### config.mk
export PLATFORM = sky130hd
export DESIGN_NAME = uart_wb_host
export DESIGN_NICKNAME = d
export VERILOG_FILES = /design/src/rtl/uart_wb_host.sv
export SDC_FILE = /design/constraint.sdc
export NUM_CORES = 1
export LEC_CHECK = 0
export ABC_AREA = 1
export BUFFER_PORTS_ARGS = -buffer_cell sky130_fd_sc_hd__buf_2
export CORE_ASPECT_RATIO = 1.5
export CORE_UTILIZATION = 48
export DETAILED_ROUTE_END_ITERATION = 12
export GPL_TIMING_DRIVEN = 0
export PLACE_DENSITY = 0.75
export SYNTH_ARGS = -nofsm -noshare
export SYNTH_HDL_FRONTEND = slang
export SYNTH_SLANG_ARGS = --single-unit
export TNS_END_PERCENT = 20
### constraint.sdc
create_clock -name clk -period 1.43 [get_ports clk]
set_clock_uncertainty 0.1 [all_clocks]
set_input_delay 0.286 -clock clk [delete_from_list [all_inputs] [get_ports clk]]
set_output_delay 0.286 -clock clk [all_outputs]
set_load 0.05 [all_outputs]
### src/rtl/uart_wb_host.sv
// uart_wb_host
//   Bus initiator for the UART register port. A single read or write
//   command from the core becomes one strobed bus transaction:
//     - stb is raised.
//     - After a setup hold, wb_clk is raised.
//     - The bus waits for ack, drops wb_clk, then waits for ack to fall.
//     - stb is dropped and a one-cycle response is returned.
//   Only one transaction is in flight at a time. An ack timeout in the
//   strobe or release phase aborts the transaction with rsp_err=1.
//
// Ports
//   clk, reset                     system clock, synchronous active-high reset
//   cmd_valid/cmd_ready            command handshake (ready only while idle)
//   cmd_write, cmd_addr, cmd_wdata command fields, sampled only at accept
//   rsp_valid, rsp_rdata, rsp_err  one-cycle response pulse; data and error
//                                  hold until the next response
//   wb_stb, wb_clk, wb_we          bus strobe, phase and direction
//                                  (wb_we: 1 = read, 0 = write)
//   wb_addr, wb_data_out           registered address and write data
//   wb_data_in, wb_ack             slave read data and acknowledge
//
// Every output is a register.
module uart_wb_host #(
  parameter int unsigned TIMEOUT_CYCLES = 1023,
  parameter int unsigned SETUP_CYCLES   = 1
) (
  input  logic       clk,
  input  logic       reset,
  input  logic       cmd_valid,
  output logic       cmd_ready,
  input  logic       cmd_write,
  input  logic [1:0] cmd_addr,
  input  logic [7:0] cmd_wdata,
  output logic       rsp_valid,
  output logic [7:0] rsp_rdata,
  output logic       rsp_err,
  output logic       wb_stb,
  output logic       wb_clk,
  output logic       wb_we,
  output logic [1:0] wb_addr,
  output logic [7:0] wb_data_out,
  input  logic [7:0] wb_data_in,
  input  logic       wb_ack
);

  typedef enum logic [2:0] {
    ST_IDLE    = 3'd0,
    ST_SETUP   = 3'd1,
    ST_STROBE  = 3'd2,
    ST_RELEASE = 3'd3,
    ST_DONE    = 3'd4
  } state_t;

  // The shared counter is compared against "last cycle" values. The abort
  // and the wb_clk rise therefore land exactly N cycles after the phase is
  // entered. The counter never wraps.
  localparam logic [9:0] TIMEOUT_LAST = 10'(TIMEOUT_CYCLES - 1);
  localparam logic [9:0] SETUP_LAST   = 10'(SETUP_CYCLES - 1);

  state_t     state_r, state_next_s;
  logic [9:0] cnt_r, cnt_next_s;
  logic [7:0] rdata_r, rdata_next_s;
  logic       cmd_ready_next_s;
  logic       rsp_valid_next_s;
  logic [7:0] rsp_rdata_next_s;
  logic       rsp_err_next_s;
  logic       wb_stb_next_s;
  logic       wb_clk_next_s;
  logic       wb_we_next_s;
  logic [1:0] wb_addr_next_s;
  logic [7:0] wb_data_out_next_s;

  // Next-state and next-output logic. Every register holds by default.
  always_comb begin
    state_next_s       = state_r;
    cnt_next_s         = cnt_r;
    rdata_next_s       = rdata_r;
    cmd_ready_next_s   = cmd_ready;
    rsp_valid_next_s   = 1'b0;
    rsp_rdata_next_s   = rsp_rdata;
    rsp_err_next_s     = rsp_err;
    wb_stb_next_s      = wb_stb;
    wb_clk_next_s      = wb_clk;
    wb_we_next_s       = wb_we;
    wb_addr_next_s     = wb_addr;
    wb_data_out_next_s = wb_data_out;

    case (state_r)
      ST_IDLE: begin
        if (cmd_valid && cmd_ready) begin
          state_next_s       = ST_SETUP;
          cnt_next_s         = 10'd0;
          cmd_ready_next_s   = 1'b0;
          wb_stb_next_s      = 1'b1;
          wb_clk_next_s      = 1'b0;
          wb_we_next_s       = ~cmd_write;
          wb_addr_next_s     = cmd_addr;
          wb_data_out_next_s = cmd_write ? cmd_wdata : 8'h00;
        end else begin
          cmd_ready_next_s = 1'b1;
        end
      end

      // Ack is deliberately ignored here, so a stale ack cannot shorten setup.
      ST_SETUP: begin
        if (cnt_r == SETUP_LAST) begin
          state_next_s  = ST_STROBE;
          cnt_next_s    = 10'd0;
          wb_clk_next_s = 1'b1;
        end else begin
          cnt_next_s = cnt_r + 10'd1;
        end
      end

      ST_STROBE: begin
        if (wb_ack) begin
          state_next_s  = ST_RELEASE;
          cnt_next_s    = 10'd0;
          wb_clk_next_s = 1'b0;
          rdata_next_s  = wb_we ? wb_data_in : 8'h00;
        end else if (cnt_r == TIMEOUT_LAST) begin
          state_next_s     = ST_DONE;
          wb_clk_next_s    = 1'b0;
          wb_stb_next_s    = 1'b0;
          rsp_valid_next_s = 1'b1;
          rsp_err_next_s   = 1'b1;
          rsp_rdata_next_s = 8'h00;
        end else begin
          cnt_next_s = cnt_r + 10'd1;
        end
      end

      // The captured read data is published only when the response goes
      // out. rsp_rdata therefore keeps its value until the next response.
      ST_RELEASE: begin
        if (!wb_ack) begin
          state_next_s     = ST_DONE;
          wb_stb_next_s    = 1'b0;
          rsp_valid_next_s = 1'b1;
          rsp_err_next_s   = 1'b0;
          rsp_rdata_next_s = rdata_r;
        end else if (cnt_r == TIMEOUT_LAST) begin
          state_next_s     = ST_DONE;
          wb_clk_next_s    = 1'b0;
          wb_stb_next_s    = 1'b0;
          rsp_valid_next_s = 1'b1;
          rsp_err_next_s   = 1'b1;
          rsp_rdata_next_s = 8'h00;
        end else begin
          cnt_next_s = cnt_r + 10'd1;
        end
      end

      ST_DONE: begin
        state_next_s     = ST_IDLE;
        cnt_next_s       = 10'd0;
        cmd_ready_next_s = 1'b1;
      end

      default: begin
        state_next_s     = ST_IDLE;
        cnt_next_s       = 10'd0;
        cmd_ready_next_s = 1'b1;
        wb_stb_next_s    = 1'b0;
        wb_clk_next_s    = 1'b0;
      end
    endcase
  end

  // State and output registers. Reset aborts any transaction silently.
  always_ff @(posedge clk) begin
    if (reset) begin
      state_r     <= ST_IDLE;
      cnt_r       <= 10'd0;
      rdata_r     <= 8'h00;
      cmd_ready   <= 1'b1;
      rsp_valid   <= 1'b0;
      rsp_rdata   <= 8'h00;
      rsp_err     <= 1'b0;
      wb_stb      <= 1'b0;
      wb_clk      <= 1'b0;
      wb_we       <= 1'b1;
      wb_addr     <= 2'd0;
      wb_data_out <= 8'h00;
    end else begin
      state_r     <= state_next_s;
      cnt_r       <= cnt_next_s;
      rdata_r     <= rdata_next_s;
      cmd_ready   <= cmd_ready_next_s;
      rsp_valid   <= rsp_valid_next_s;
      rsp_rdata   <= rsp_rdata_next_s;
      rsp_err     <= rsp_err_next_s;
      wb_stb      <= wb_stb_next_s;
      wb_clk      <= wb_clk_next_s;
      wb_we       <= wb_we_next_s;
      wb_addr     <= wb_addr_next_s;
      wb_data_out <= wb_data_out_next_s;
    end
  end

endmodule

==> run_results.csv <==
group,metric,value,unit
status,status,"finished, violations left",
status,violations,"setup timing",
critical_path,max_stage_delay,0.35,ns
placed_design,post-place-ws,-0.191,ns
cells_and_area,post-route-util,67.6,%
routing,first_iter_violations,148,
clock_tree,cts_buffers,5,
cells_and_area,drive_gt1_share,36.4,%
global_routing,grt_overflow,0,
global_routing,grt_pass1_wl,9450,um
critical_path,crit_family,"simple AND/OR/NAND/NOR gates",
clock_tree,clkTransAtPathRegs,0.08,ns
routing,postRouteAntennaNets,0,
logic_synthesis,synthXorXnorAreaFrac,0,%
critical_path,end_kind,"flip-flop",
sta,fin_crit_sh,112,%
cells_and_area,num_antenna_cells,0,
sta,fmax,625,MHz
critical_path,crit_fanout,5,
critical_path,cp-startpoint,"cnt_r[0]",
logic_synthesis,synth_area_per_cell,7.27,um2
floorplan,rows,29,
critical_path,critPathCapture,"state_r[0]",
routing,drt-vias-per-instance,5.55,
logic_synthesis,synthSimpleGateAreaFrac,31.6,%
power,ir_worst_vdd,0.962,mV
floorplan,die_area,4780,um2
routing,remaining_drc_errors,0,
cells_and_area,final_common_cell,"nand2_1",
critical_path,worstPathRequired,1.50,ns
logic_synthesis,synth_warnings,0,
logic_synthesis,muxShareOfSynthArea,0,%
critical_path,crit_chain,"inv_4 > ha_4 > nand3_4 > nor2_4 > buf_6 > nand2_8 > buf_6 > nor2_2 > o21ai_1 > nand2_1 > a21oi_1",
critical_path,crit_arrival,1.68,ns
clock_tree,clk_path_buf_depth,2,
critical_path,r2r-end,"state_r[0]",
logic_synthesis,yosysSeqAreaShare,41.7,%
critical_path,cp.depth,11,
floorplan,initial_core_util,50.4,%
logic_synthesis,synth_compound_area_share,16.4,%
routing,num_vias,2299,
floorplan,die_w,56.8,um
cells_and_area,area_delta_synth_final,34.0,%
hold_path,min_path_type,"primary input to flip-flop",
placed_design,dp_hpwl,3870,um
floorplan,coreArea,4280,um2
logic_synthesis,syn-cell-area,2160,um2
sta,min_period,1.60,ns
routing,wirelength,6110,um
logic_synthesis,postSynth.asyncResetShare,0,%
hold_path,min_from,"cmd_addr[1]",
cells_and_area,fin_nets,393,
logic_synthesis,syn_nets,323,
clock_tree,tritoncts,"yes",
logic_synthesis,synthFlopType,"dfxtp_1",
logic_synthesis,synth_cells,297,
floorplan,die_h,84.2,um
logic_synthesis,synth_top_family_by_area,"simple AND/OR/NAND/NOR gates",
critical_path,rrSetupSlack,-0.17,ns
clock_tree,cts-root-buf,"clkbuf_8",
critical_path,slowest_stage,"dfxtp_2",
sta,setup_viol,24,
sta,grt_setup_unrepaired,"yes",
critical_path,cp_common_cell,"buf_6",
power,p_per_area,1360,nW/um2
power,p_leak,1.23,nW
global_routing,antenna_found_initial,0,
global_routing,grt_use_total,25.0,%
sta,tightest_slew,0.490,ns
sta,maxSlewViolCount,0,
critical_path,r2r_start,"cnt_r[0]",
sta,slew_headroom,67.3,%
critical_path,startpoint_type,"flip-flop",
routing,drt-wirelength-per-cell,14.8,um
routing,first_pass_iters,4,
logic_synthesis,synth-edff-count,0,
clock_tree,clk_latency,0.30,ns
logic_synthesis,synth_cell_type_count,29,
global_routing,first_global_vias,2160,
logic_synthesis,synthAdderAreaFrac,1.74,%
critical_path,r2r_cells,11,
floorplan,io_pins,47,
critical_path,path_buf_inv,3,
job,maxCapViolCount,0,
placed_design,place.gp.congestion,0.850,
placed_design,io_buffer_count,44,
sta,hold_slack,0.111,ns
critical_path,critPathKind,"flip-flop to flip-flop",
clock_tree,clock_sinks,45,
sta,worst_slack,-0.171,ns
global_routing,grt_max_degree,14,
sta,setup_tns,-2.20,ns
logic_synthesis,synth_seq_cells,45,
sta,final-hold-violation-count,0,
cells_and_area,most-common-layout-cells,"nand2_1 (58), buf_2 (46), dfxtp_1 (38), nand3_1 (34), a21oi_1 (31)",
clock_tree,cts_max_level,2,
==> layout make-up <==
cell class              instances  area, um2
plain buffers                  13       88.8
flip-flops and latches         45        917
repair buffers                 63        390
clock buffers                   7       76.3
fillers                       370       1390
multi-input cells             213       1250
clock inverters                 1       7.51
well taps                      46       57.6
inverters                      26        109
==> power breakdown <==
| group | switching (W) | total (W) | internal [W] |
|---|---|---|---|
| combinational | 0.00115 | 0.00166 | 0.000511 |
| sequential | 0.000103 | 0.00149 | 0.00139 |
| clock | 0.000435 | 0.000782 | 0.000346 |
==> worst reg2reg max path, cell delays in order, from the launching register on <==
cell and delay (ns):
dfxtp_2 0.35, inv_4 0.07, ha_4 0.14, nand3_4 0.08
nor2_4 0.12, buf_6 0.13, nand2_8 0.06, buf_6 0.12
nor2_2 0.10, o21ai_1 0.09, nand2_1 0.07, a21oi_1 0.06
==> metrics by stage <==
stage	cells	cell area, um2	total power (W)
final	414	2890	0.00394
after floorplan	297	2170	0.00255
after global placement	387	2440	0.00287
after global routing	414	2890	0.00416
after CTS	405	2740	0.00375
after detailed placement	387	2440	0.00289
==> synthesized netlist by cell type, types with 4 or more instances <==
cell type | count | share of area (%)
a21oi_1 | 34 | 7.9
a21oi_2 | 5 | 2.0
clkbuf_1 | 5 | 0.87
dfxtp_1 | 45 | 42
inv_1 | 21 | 3.7
inv_2 | 4 | 0.70
nand2_1 | 62 | 11
nand2_2 | 4 | 1.2
nand3_1 | 37 | 8.6
nor2_1 | 24 | 4.2
o21ai_0 | 22 | 5.1
==> registers in the layout, indices dropped and copies added (netlist names) <==
| name | count |
|---|---|
| rsp_err | 1 |
| state_r | 3 |
| rsp_rdata | 8 |
| wb_clk | 1 |
| rdata_r | 8 |
| cnt_r | 10 |
| rsp_valid | 1 |
| wb_data_out | 8 |
| wb_stb | 1 |
| wb_addr | 2 |
| cmd_ready | 1 |
| wb_we | 1 |
==> logic make-up (layout without fill, tap and decap cells) <==
| group | count (synthesis) | after routing |
|---|---|---|
| flip-flops | 45 | 45 |
| buffers and inverters | 39 | 110 |
| adder cells (fa/ha/maj) | 3 | 3 |
| AND/OR/NAND/NOR | 145 | 145 |
| AO/OA/AOI/OAI | 65 | 65 |
==> routing by layer <==
metal  global-route usage, %  up-vias  share of wire, %  wire length, um
met1                    28.9     1066                37             2280
li1                        -     1123                 -                -
met4                    7.98        0               4.5              274
met5                       0        -                 0                0
met2                    46.6       81                54             3280
met3                    3.24       29               4.6              284
==> worst min path at each step <==
stage	to	cells after the start
final	wb_addr[1]	3
after global routing	wb_addr[1]	3
after global placement	rsp_err	2
after detailed placement	rdata_r[6]	2
after CTS	wb_addr[1]	3
after floorplan	wb_addr[0]	2
==> what timing repair did <==
action / in CTS / in global routing
gates resized for setup: 38 / 26
pin swaps: 3 / 8
setup endpoints to repair: 23 / 45
hold buffers: 0 / 0
setup buffers: 10 / 9
No activity file was read; power rests on OpenSTA's default activity.
